$ cat src/rtl/pulse_meter_if.sv
// Result/handshake bundle between pulse_meter and its consumer.
// The master side drives the waveform, the enable and the ack; the slave side is the meter.
interface pulse_meter_if #(
   parameter int unsigned CW = 16,
   parameter int unsigned EW = 8
);
   logic          signal;
   logic          enable;
   logic          ack;
   logic [CW-1:0] high_cycles;
   logic [CW-1:0] period_cycles;
   logic          valid;
   logic          overflow;
   logic [EW-1:0] edge_count;

   modport master (
      output signal, enable, ack,
      input  high_cycles, period_cycles, valid, overflow, edge_count
   );

   modport slave (
      input  signal, enable, ack,
      output high_cycles, period_cycles, valid, overflow, edge_count
   );
endinterface

$ cat src/rtl/pulse_meter.sv
// Measures high time and period of an asynchronous pulse input, in clock cycles.
// Each result is held behind a valid/ack handshake; results arriving while one is pending are dropped.
module pulse_meter #(
   parameter int unsigned CW   = 16,
   parameter int unsigned SYNC = 2,
   parameter int unsigned EW   = 8
) (
   input  logic        clock,
   input  logic        reset,
   pulse_meter_if.slave bus_io
);

   typedef enum logic [1:0] {StIdle, StArmed, StMeas} state_e;

   localparam logic [CW-1:0] CntMax = '1;
   localparam logic [CW-1:0] CntOne = CW'(1);

   state_e          state_q, state_d;
   logic [SYNC-1:0] sync_q;
   logic            s, s_d_q, rise;
   logic [CW-1:0]   per_cnt_q, per_cnt_d;
   logic [CW-1:0]   hi_cnt_q, hi_cnt_d;
   logic [CW-1:0]   high_q, high_d;
   logic [CW-1:0]   period_q, period_d;
   logic            valid_q, valid_d;
   logic            ovf_q, ovf_d;
   logic [EW-1:0]   edge_q, edge_d;
   logic            done;

   assign s    = sync_q[SYNC-1];
   assign rise = s & ~s_d_q;

   always_comb begin
      state_d   = state_q;
      per_cnt_d = per_cnt_q;
      hi_cnt_d  = hi_cnt_q;
      edge_d    = edge_q;
      done      = 1'b0;
      if (!bus_io.enable) begin
         // Disabling abandons the partial period; latched results are kept.
         state_d   = StIdle;
         per_cnt_d = '0;
         hi_cnt_d  = '0;
      end else begin
         unique case (state_q)
            StIdle: state_d = StArmed;
            StArmed: begin
               if (rise) begin
                  state_d   = StMeas;
                  per_cnt_d = CntOne;
                  hi_cnt_d  = CntOne;
                  edge_d    = edge_q + 1'b1;
               end
            end
            StMeas: begin
               if (rise) begin
                  done      = 1'b1;
                  per_cnt_d = CntOne;
                  hi_cnt_d  = CntOne;
                  edge_d    = edge_q + 1'b1;
               end else begin
                  if (per_cnt_q != CntMax) per_cnt_d = per_cnt_q + 1'b1;
                  if (s && hi_cnt_q != CntMax) hi_cnt_d = hi_cnt_q + 1'b1;
               end
            end
            default: state_d = StIdle;
         endcase
      end
   end

   always_comb begin
      high_d   = high_q;
      period_d = period_q;
      valid_d  = valid_q;
      ovf_d    = ovf_q;
      if (done) begin
         if (!valid_q || bus_io.ack) begin
            high_d   = hi_cnt_q;
            period_d = per_cnt_q;
            valid_d  = 1'b1;
         end else begin
            ovf_d = 1'b1;
         end
      end else if (valid_q && bus_io.ack) begin
         valid_d = 1'b0;
      end
   end

   always_ff @(posedge clock) begin
      if (reset) begin
         state_q   <= StIdle;
         sync_q    <= '0;
         s_d_q     <= 1'b0;
         per_cnt_q <= '0;
         hi_cnt_q  <= '0;
         high_q    <= '0;
         period_q  <= '0;
         valid_q   <= 1'b0;
         ovf_q     <= 1'b0;
         edge_q    <= '0;
      end else begin
         state_q   <= state_d;
         sync_q    <= {sync_q[SYNC-2:0], bus_io.signal};
         s_d_q     <= s;
         per_cnt_q <= per_cnt_d;
         hi_cnt_q  <= hi_cnt_d;
         high_q    <= high_d;
         period_q  <= period_d;
         valid_q   <= valid_d;
         ovf_q     <= ovf_d;
         edge_q    <= edge_d;
      end
   end

   assign bus_io.high_cycles   = high_q;
   assign bus_io.period_cycles = period_q;
   assign bus_io.valid         = valid_q;
   assign bus_io.overflow      = ovf_q;
   assign bus_io.edge_count    = edge_q;

endmodule
$ cat src/flat_wrapper.sv
// flat-port wrapper written by rule: the top's interface ports become plain ports
module pulse_meter_flat 
#(
   parameter int unsigned CW   = 16,
   parameter int unsigned SYNC = 2,
   parameter int unsigned EW   = 8
)
  (clock, reset, bus_io_signal, bus_io_enable, bus_io_ack, bus_io_high_cycles, bus_io_period_cycles, bus_io_valid, bus_io_overflow, bus_io_edge_count);
  pulse_meter_if #(.CW(CW), .EW(EW)) bus_io_i ();
  input  logic clock;
  input  logic reset;
  input wire logic [$bits(bus_io_i.signal)-1:0] bus_io_signal;
  input wire logic [$bits(bus_io_i.enable)-1:0] bus_io_enable;
  input wire logic [$bits(bus_io_i.ack)-1:0] bus_io_ack;
  output wire logic [$bits(bus_io_i.high_cycles)-1:0] bus_io_high_cycles;
  output wire logic [$bits(bus_io_i.period_cycles)-1:0] bus_io_period_cycles;
  output wire logic [$bits(bus_io_i.valid)-1:0] bus_io_valid;
  output wire logic [$bits(bus_io_i.overflow)-1:0] bus_io_overflow;
  output wire logic [$bits(bus_io_i.edge_count)-1:0] bus_io_edge_count;
  assign bus_io_i.signal = bus_io_signal;
  assign bus_io_i.enable = bus_io_enable;
  assign bus_io_i.ack = bus_io_ack;
  assign bus_io_high_cycles = bus_io_i.high_cycles;
  assign bus_io_period_cycles = bus_io_i.period_cycles;
  assign bus_io_valid = bus_io_i.valid;
  assign bus_io_overflow = bus_io_i.overflow;
  assign bus_io_edge_count = bus_io_i.edge_count;
  pulse_meter #(.CW(CW), .SYNC(SYNC), .EW(EW)) u_core (.clock(clock), .reset(reset), .bus_io(bus_io_i));
endmodule
$ cat config.mk
export PLATFORM = sky130hd
export DESIGN_NAME = pulse_meter_flat
export DESIGN_NICKNAME = d
export VERILOG_FILES = /design/src/rtl/pulse_meter_if.sv /design/src/rtl/pulse_meter.sv /design/src/flat_wrapper.sv
export SDC_FILE = /design/constraint.sdc
export NUM_CORES = 1
export LEC_CHECK = 0
export ABC_CLOCK_PERIOD_IN_PS = 2550
export CORE_MARGIN = 2
export CORE_UTILIZATION = 54
export DETAILED_ROUTE_END_ITERATION = 16
export GPL_TIMING_DRIVEN = 0
export PLACE_DENSITY = 0.82
export RECOVER_POWER = 50
export SETUP_SLACK_MARGIN = 0.1
export SLEW_MARGIN = 20
export SYNTH_ARGS = -nofsm -noshare
export SYNTH_HDL_FRONTEND = slang
export SYNTH_SLANG_ARGS = --single-unit
$ cat constraint.sdc
create_clock -name clock -period 2.55 [get_ports clock]
set_input_delay 0.51 -clock clock [delete_from_list [all_inputs] [get_ports clock]]
set_output_delay 0.51 -clock clock [all_outputs]
set_load 0.05 [all_outputs]
* After elaboration in Yosys (flattened, before gate mapping) *
Cells that the tools add are included.

storage, ports and cells
  bits in registers = 79
  output and inout bits = 42

operators by class
  add/sub/neg operators = 3
  eq/ne operators = 8
  muxes and demuxes = 15
  bitwise logic cells = 5
  reductions and logical operators = 16

operator list
  kind                   count
  $mux 16                5
  $pmux 16 s2            2
  $add 16x1->16 const B  2
  $ne 16x16->1 const B   2
  $reduce_and 3->1       3
  $add 8x1->8 const B    1
  $reduce_and 2->1       4
  $mux 1                 6
  $ne 3x1->1 const B     2
  $pmux 2 s3             1
  $not 1->1              4
  $reduce_bool 2->1      2
  $reduce_or 2->1        2
  $eq 2x1->1 const B     1
  $eq 2x2->1 const B     1
  $logic_and 1x1->1      2
  $logic_not 2->1        1
  $mux 2                 1
  $ne 2x1->1 const B     1
  $ne 2x2->1 const B     1
  $and 1x1->1            1
  $logic_not 1->1        1
  $logic_or 1x1->1       1

* Depth between registers and ports, before layout *
  word-level depth = 7
  mapped depth = 8
  depth with buffers taken out = 7

* Worst setup path before layout *
No wires, ideal clock.

  kind = register -> register
  start point = register u_core.per_cnt_q[0]
  end point = register u_core.per_cnt_q[5]
  library setup time = 0.071 ns
  arrival = 1.864 ns
  required time = 2.479 ns
  setup slack = 0.615 ns
  cell stages (with the launch flop) = 9
  buffers on the path = 2
  path through = dfxtp_1 ha_1 nand3_1 or4_1 buf_2 buf_6 a31oi_1 o21ai_0 a21oi_1

on the way
  word-level cells in the longest chain between the ends = 4

ends and longest elaborated chain
  item                    RTL line            source
  from (decl)             pulse_meter.sv:21   logic [CW-1:0] per_cnt_q, per_cnt_d;
  from (signal assigned)  pulse_meter.sv:105  per_cnt_q <= per_cnt_d;
  $add 16x1->16           pulse_meter.sv:62   if (per_cnt_q != CntMax) per_cnt_d = per_cnt_q + 1'b1;
  $mux 16                 pulse_meter.sv:62
  $mux 16                 pulse_meter.sv:56   if (rise) begin
  $pmux 16 s2             pulse_meter.sv:45   unique case (state_q)

Parallel ways exist; a longest one is shown, timed or not. The select of a mux whose other input is x is not followed.
A chain may end at the register's enable or synchronous reset.

* Final worst setup path *
  start point = input bus_io_enable
  end point = register u_core.hi_cnt_q[13]

on the way
  word-level cells in the longest chain between the ends = 2

ends and longest elaborated chain
  item                              RTL line            source
  from (decl)                       flat_wrapper.sv:13  input wire logic [$bits(bus_io_i.enable)-1:0] bus_io_enable;
  $not 1->1 (no source line)        -
  $reduce_or 2->1 (no source line)  -
  to (signal assigned)              pulse_meter.sv:106  hi_cnt_q <= hi_cnt_d;
  to (decl)                         pulse_meter.sv:22   logic [CW-1:0] hi_cnt_q, hi_cnt_d;

No other way between the ends.

==> impl_metrics.xml <==
<?xml version="1.0" encoding="UTF-8"?>
<metrics>
  <group name="sta">
    <metric name="totalNegativeSetupSlack" unit="ns">0</metric>
    <metric name="setup_ws" unit="ns">0.245</metric>
    <metric name="setup_violations" unit="">0</metric>
    <metric name="fin_skew" unit="ns">0.00804</metric>
    <metric name="timing_hold_violations_final" unit="">0</metric>
    <metric name="finalWorstPathRequiredPeriod" unit="ns">2.30</metric>
    <metric name="grt_setup_unrepaired" unit="">false</metric>
    <metric name="period_share" unit="%">90.4</metric>
    <metric name="slew-limit-headroom" unit="%">47.4</metric>
    <metric name="finalMaxSlewViolations" unit="">0</metric>
    <metric name="tightestPinTransition" unit="ns">0.784</metric>
    <metric name="fmaxAchievable" unit="GHz">0.434</metric>
  </group>
  <group name="yosys">
    <metric name="most_used_standard_cell_by_instance_count_after_synthesis" unit="">sky130_fd_sc_hd__nand2_1</metric>
    <metric name="syn_nets" unit="">446</metric>
    <metric name="synth_seq_area_share" unit="%">45.1</metric>
    <metric name="yosys.area_share.xor_xnor" unit="%">2.00</metric>
    <metric name="synth.area.top_cells" unit="">sky130_fd_sc_hd__dfxtp_1 45%, sky130_fd_sc_hd__nand2_1 9.0%, sky130_fd_sc_hd__a21oi_1 7.1%, sky130_fd_sc_hd__nor2_1 4.2%, sky130_fd_sc_hd__nand4_1 3.2%</metric>
    <metric name="post_synth_fa_ha_maj_area_fraction" unit="%">2.14</metric>
    <metric name="dominantRegCellSynth" unit="">sky130_fd_sc_hd__dfxtp_1</metric>
    <metric name="synth_commonest_cells" unit="">84 x sky130_fd_sc_hd__nand2_1, 79 x sky130_fd_sc_hd__dfxtp_1, 50 x sky130_fd_sc_hd__a21oi_1</metric>
    <metric name="synthArstFlopShare" unit="%">0</metric>
    <metric name="top_cell_type_s_share_of_synthesized_area" unit="%">45.1</metric>
    <metric name="synth-edff-count" unit="">0</metric>
    <metric name="total_of_flip_flops_plus_latches_after_synthesis" unit="">79</metric>
    <metric name="yosys-mux-area-fraction" unit="%">0.285</metric>
    <metric name="ys_types" unit="">51</metric>
    <metric name="yosysTopAreaCell" unit="">sky130_fd_sc_hd__dfxtp_1</metric>
    <metric name="post_synth_inst_count" unit="">435</metric>
    <metric name="synth_compound_gate_area_share" unit="%">19.2</metric>
    <metric name="synth_top_family_by_area" unit="">simple AND/OR/NAND/NOR gates</metric>
    <metric name="post_syn_area" unit="um^2">3510</metric>
    <metric name="post_synth_and_or_nand_nor_area_fraction" unit="%">27.3</metric>
    <metric name="yosys_warnings" unit="">0</metric>
    <metric name="synthesis.area_per_instance" unit="um^2">8.06</metric>
  </group>
  <group name="clock_network">
    <metric name="postCtsHoldBufs" unit="">0</metric>
    <metric name="cts_max_path_buffers" unit="">2</metric>
    <metric name="cts_inserted_buffers" unit="">9</metric>
    <metric name="cts_max_level" unit="">3</metric>
    <metric name="worst_setup_hold_path_clk_slew" unit="ns">0.08</metric>
    <metric name="clockRootBuffer" unit="">sky130_fd_sc_hd__clkbuf_8</metric>
    <metric name="clk_latency" unit="ns">0.34</metric>
    <metric name="cts_tree" unit="">yes</metric>
    <metric name="tritoncts_num_sinks" unit="">79</metric>
  </group>
  <group name="global_route">
    <metric name="grt_pass1_wl" unit="mm">14.4</metric>
    <metric name="globalRouteMet1Util" unit="%">31.1</metric>
    <metric name="met2_usage" unit="%">40.8</metric>
    <metric name="grt_util_all_layers" unit="%">24.5</metric>
    <metric name="first_global_vias" unit="">3255</metric>
    <metric name="grt_most_used_layer" unit="">met2</metric>
    <metric name="grt-ovfl-total" unit="">0</metric>
    <metric name="antenna_found_initial" unit="">0</metric>
    <metric name="groute.layer.met3.usage" unit="%">5.01</metric>
    <metric name="grt_max_degree" unit="">14</metric>
  </group>
  <group name="critical_path">
    <metric name="critPathTopFamily" unit="">buffers and inverters</metric>
    <metric name="timing.setup.critical_path_class" unit="">in -&gt; reg</metric>
    <metric name="timing.critical_path.arrival" unit="ns">2.54</metric>
    <metric name="critical_path.max_stage_delay" unit="ns">0.55</metric>
    <metric name="crit_required" unit="ns">2.79</metric>
    <metric name="worst_path_max_delay_cell" unit="">sky130_fd_sc_hd__clkdlybuf4s50_1</metric>
    <metric name="cp_num_buf_inv" unit="">3</metric>
    <metric name="critPathMostFrequentCell" unit="">sky130_fd_sc_hd__clkbuf_1</metric>
    <metric name="crit_path_max_fanout" unit="">10</metric>
    <metric name="endpoint_kind" unit="">flip-flop</metric>
    <metric name="timing.critical_path.cells" unit="">clkdlybuf4s50_1 -&gt; nor2b_1 -&gt; clkbuf_1 -&gt; nand3_2 -&gt; clkbuf_1 -&gt; a21oi_1 -&gt; o21ai_1 -&gt; o41ai_1</metric>
    <metric name="cp-start-kind" unit="">input pin</metric>
  </group>
  <group name="place">
    <metric name="io_buffers" unit="">46</metric>
    <metric name="dpl.cell_count" unit="">558</metric>
    <metric name="globalplace.congestion" unit="">0.908</metric>
    <metric name="place_worst_setup_slack" unit="ns">-0.260</metric>
    <metric name="detailedPlacementHpwl" unit="mm">5.93</metric>
  </group>
  <group name="hold_path">
    <metric name="hold_class" unit="">reg -&gt; reg</metric>
  </group>
  <group name="route">
    <metric name="vias_post_dr" unit="">3388</metric>
    <metric name="number_of_drc_markers_in_iteration_0" unit="">190</metric>
    <metric name="firstDrtPassIters" unit="">4</metric>
    <metric name="viasPerCell" unit="">5.88</metric>
    <metric name="routed_wl" unit="mm">8.51</metric>
    <metric name="postRouteAntennaNets" unit="">0</metric>
    <metric name="route.detailed.wl_per_inst" unit="um">14.8</metric>
    <metric name="drc" unit="">0</metric>
  </group>
  <group name="status">
    <metric name="run_status" unit="">finished clean</metric>
  </group>
  <group name="floorplanning">
    <metric name="row_count" unit="">29</metric>
    <metric name="core" unit="um^2">6310</metric>
    <metric name="dieWidth" unit="um">84.6</metric>
    <metric name="io_pins" unit="">47</metric>
    <metric name="die_area" unit="um^2">7160</metric>
    <metric name="floorplan.initialDensity" unit="%">55.5</metric>
    <metric name="floorplan.die.height" unit="um">84.6</metric>
  </group>
  <group name="cells_and_area">
    <metric name="antenna_cells" unit="">0</metric>
    <metric name="layout-drive-gt1-share" unit="%">7.21</metric>
    <metric name="num-nets-final" unit="">505</metric>
    <metric name="fillerInstances" unit="">566</metric>
    <metric name="layout.cells.non_filler" unit="">576</metric>
    <metric name="area_overhead_of_the_layout_relative_to_synthesis" unit="%">21.6</metric>
  </group>
  <group name="power">
    <metric name="max-vdd-ir-drop" unit="V">0.000318</metric>
    <metric name="static-leakage-power" unit="nW">1.59</metric>
    <metric name="power_density" unit="nW/um^2">503</metric>
  </group>
  <group name="flow_run">
    <metric name="maxCapViolCount" unit="">0</metric>
  </group>
</metrics>
==> area by class of cell <==
cell class / count / area, um^2 / area share, %
inverters: 5 / 18.8 / 0.440
well taps: 77 / 96.3 / 2.26
multi-input cells: 325 / 1800 / 42.2
plain buffers: 26 / 121 / 2.85
clock inverters: 6 / 36.3 / 0.851
flip-flops and latches: 79 / 1580 / 37.1
clock buffers: 10 / 138 / 3.23
repair buffers: 48 / 475 / 11.1
==> final timing paths <==
| kind | to | cells after the start | slack (ns) | start |
|---|---|---|---|---|
| max reg2reg | u_core.hi_cnt_q[13] | 7 | 0.27 | u_core.hi_cnt_q[0] |
| min | u_core.sync_q[1] | 1 | 0.44 | u_core.sync_q[0] |
| max | u_core.hi_cnt_q[13] | 8 | 0.25 | bus_io_enable |
| min reg2reg | u_core.sync_q[1] | 1 | 0.44 | u_core.sync_q[0] |
==> cell families after synthesis <==
logic type                 after synthesis
muxes                                    1
and+or+nand+nor                        200
buffers and inverters                   31
adders and majority gates                6
xor gates and xnor gates                 8
DFF                                     79
AOI/OAI and AO/OA                      110
==> sequential cells by signal (all words and copies together), names as in the netlist <==
signal / flops
u_core.bus_io.edge_count: 8
u_core.bus_io.high_cycles: 16
u_core.bus_io.overflow: 1
u_core.bus_io.period_cycles: 16
u_core.bus_io.valid: 1
u_core.hi_cnt_q: 16
u_core.per_cnt_q: 16
u_core.s_d_q: 1
u_core.state_q: 2
u_core.sync_q: 2
==> layer usage <==
| metal | share of wire (%) | wire length, um | vias to the layer above |
|---|---|---|---|
| met5 | 0 | 0 | - |
| met4 | 1.5 | 127 | 0 |
| met3 | 5.7 | 485 | 14 |
| met2 | 48 | 4110 | 124 |
| met1 | 45 | 3790 | 1583 |
| li1 | - | - | 1667 |
==> report_power, final <==
part / switching, mW / total, mW / internal, mW / leakage (nW)
Clock: 0.448 / 0.823 / 0.375 / 0.0918
Combinational: 0.0554 / 0.0818 / 0.0264 / 0.865
Sequential: 0.00387 / 1.24 / 1.24 / 0.637
==> through the flow <==
stage	hold slack (ns)	utilization (%)	total power [mW]	area (um^2)
after floorplan	0.414	-	1.32	3510
after global placement	0.417	64.4	1.35	4060
after detailed placement	0.425	64.4	1.35	4060
after CTS	0.443	67.2	2.16	4240
after global routing	0.464	67.6	2.23	4270
final	0.437	67.6	2.15	4270
==> layout by cell type (no fill, tap or decap), types with 2 or more instances in the layout <==
| master | synthesis | layout |
|---|---|---|
| sky130_fd_sc_hd__o41ai_1 | 2 | 2 |
| sky130_fd_sc_hd__xor2_1 | 5 | 5 |
| sky130_fd_sc_hd__a21oi_1 | 50 | 50 |
| sky130_fd_sc_hd__nor4_1 | 2 | 2 |
| sky130_fd_sc_hd__nand2_1 | 84 | 84 |
| sky130_fd_sc_hd__nand2b_1 | 4 | 4 |
| sky130_fd_sc_hd__ha_1 | 6 | 6 |
| sky130_fd_sc_hd__nand3_1 | 15 | 14 |
| sky130_fd_sc_hd__o21ai_1 | 10 | 10 |
| sky130_fd_sc_hd__dfxtp_1 | 79 | 79 |
| sky130_fd_sc_hd__nor2_1 | 39 | 39 |
| sky130_fd_sc_hd__buf_4 | 1 | 3 |
| sky130_fd_sc_hd__a31oi_1 | 8 | 8 |
| sky130_fd_sc_hd__clkdlybuf4s50_1 | 0 | 5 |
| sky130_fd_sc_hd__o21a_1 | 3 | 3 |
| sky130_fd_sc_hd__o31ai_1 | 7 | 7 |
| sky130_fd_sc_hd__and3_1 | 8 | 8 |
| sky130_fd_sc_hd__nor2b_1 | 7 | 7 |
| sky130_fd_sc_hd__and2_1 | 2 | 2 |
| sky130_fd_sc_hd__buf_6 | 2 | 2 |
| sky130_fd_sc_hd__or3b_2 | 2 | 2 |
| sky130_fd_sc_hd__a311oi_1 | 3 | 3 |
| sky130_fd_sc_hd__clkbuf_8 | 0 | 10 |
| sky130_fd_sc_hd__and4_1 | 4 | 4 |
| sky130_fd_sc_hd__xnor2_1 | 3 | 3 |
| sky130_fd_sc_hd__inv_1 | 5 | 5 |
| sky130_fd_sc_hd__o21ai_0 | 14 | 14 |
| sky130_fd_sc_hd__nor3_1 | 4 | 4 |
| sky130_fd_sc_hd__a41oi_1 | 3 | 3 |
| sky130_fd_sc_hd__dlygate4sd3_1 | 0 | 41 |
| sky130_fd_sc_hd__buf_2 | 4 | 4 |
| sky130_fd_sc_hd__clkbuf_1 | 18 | 18 |
| sky130_fd_sc_hd__nand4_1 | 18 | 18 |
| sky130_fd_sc_hd__or4_1 | 3 | 4 |
| sky130_fd_sc_hd__clkinv_2 | 0 | 4 |
==> what timing repair did <==
action / in CTS / in global routing
setup buffers: 0 / 2
resized for setup: 1 / 2
setup endpoints to repair: 1 / 10
gates cloned: 0 / 0
pin swaps: 0 / 1
(Power assumes the default switching activity.)
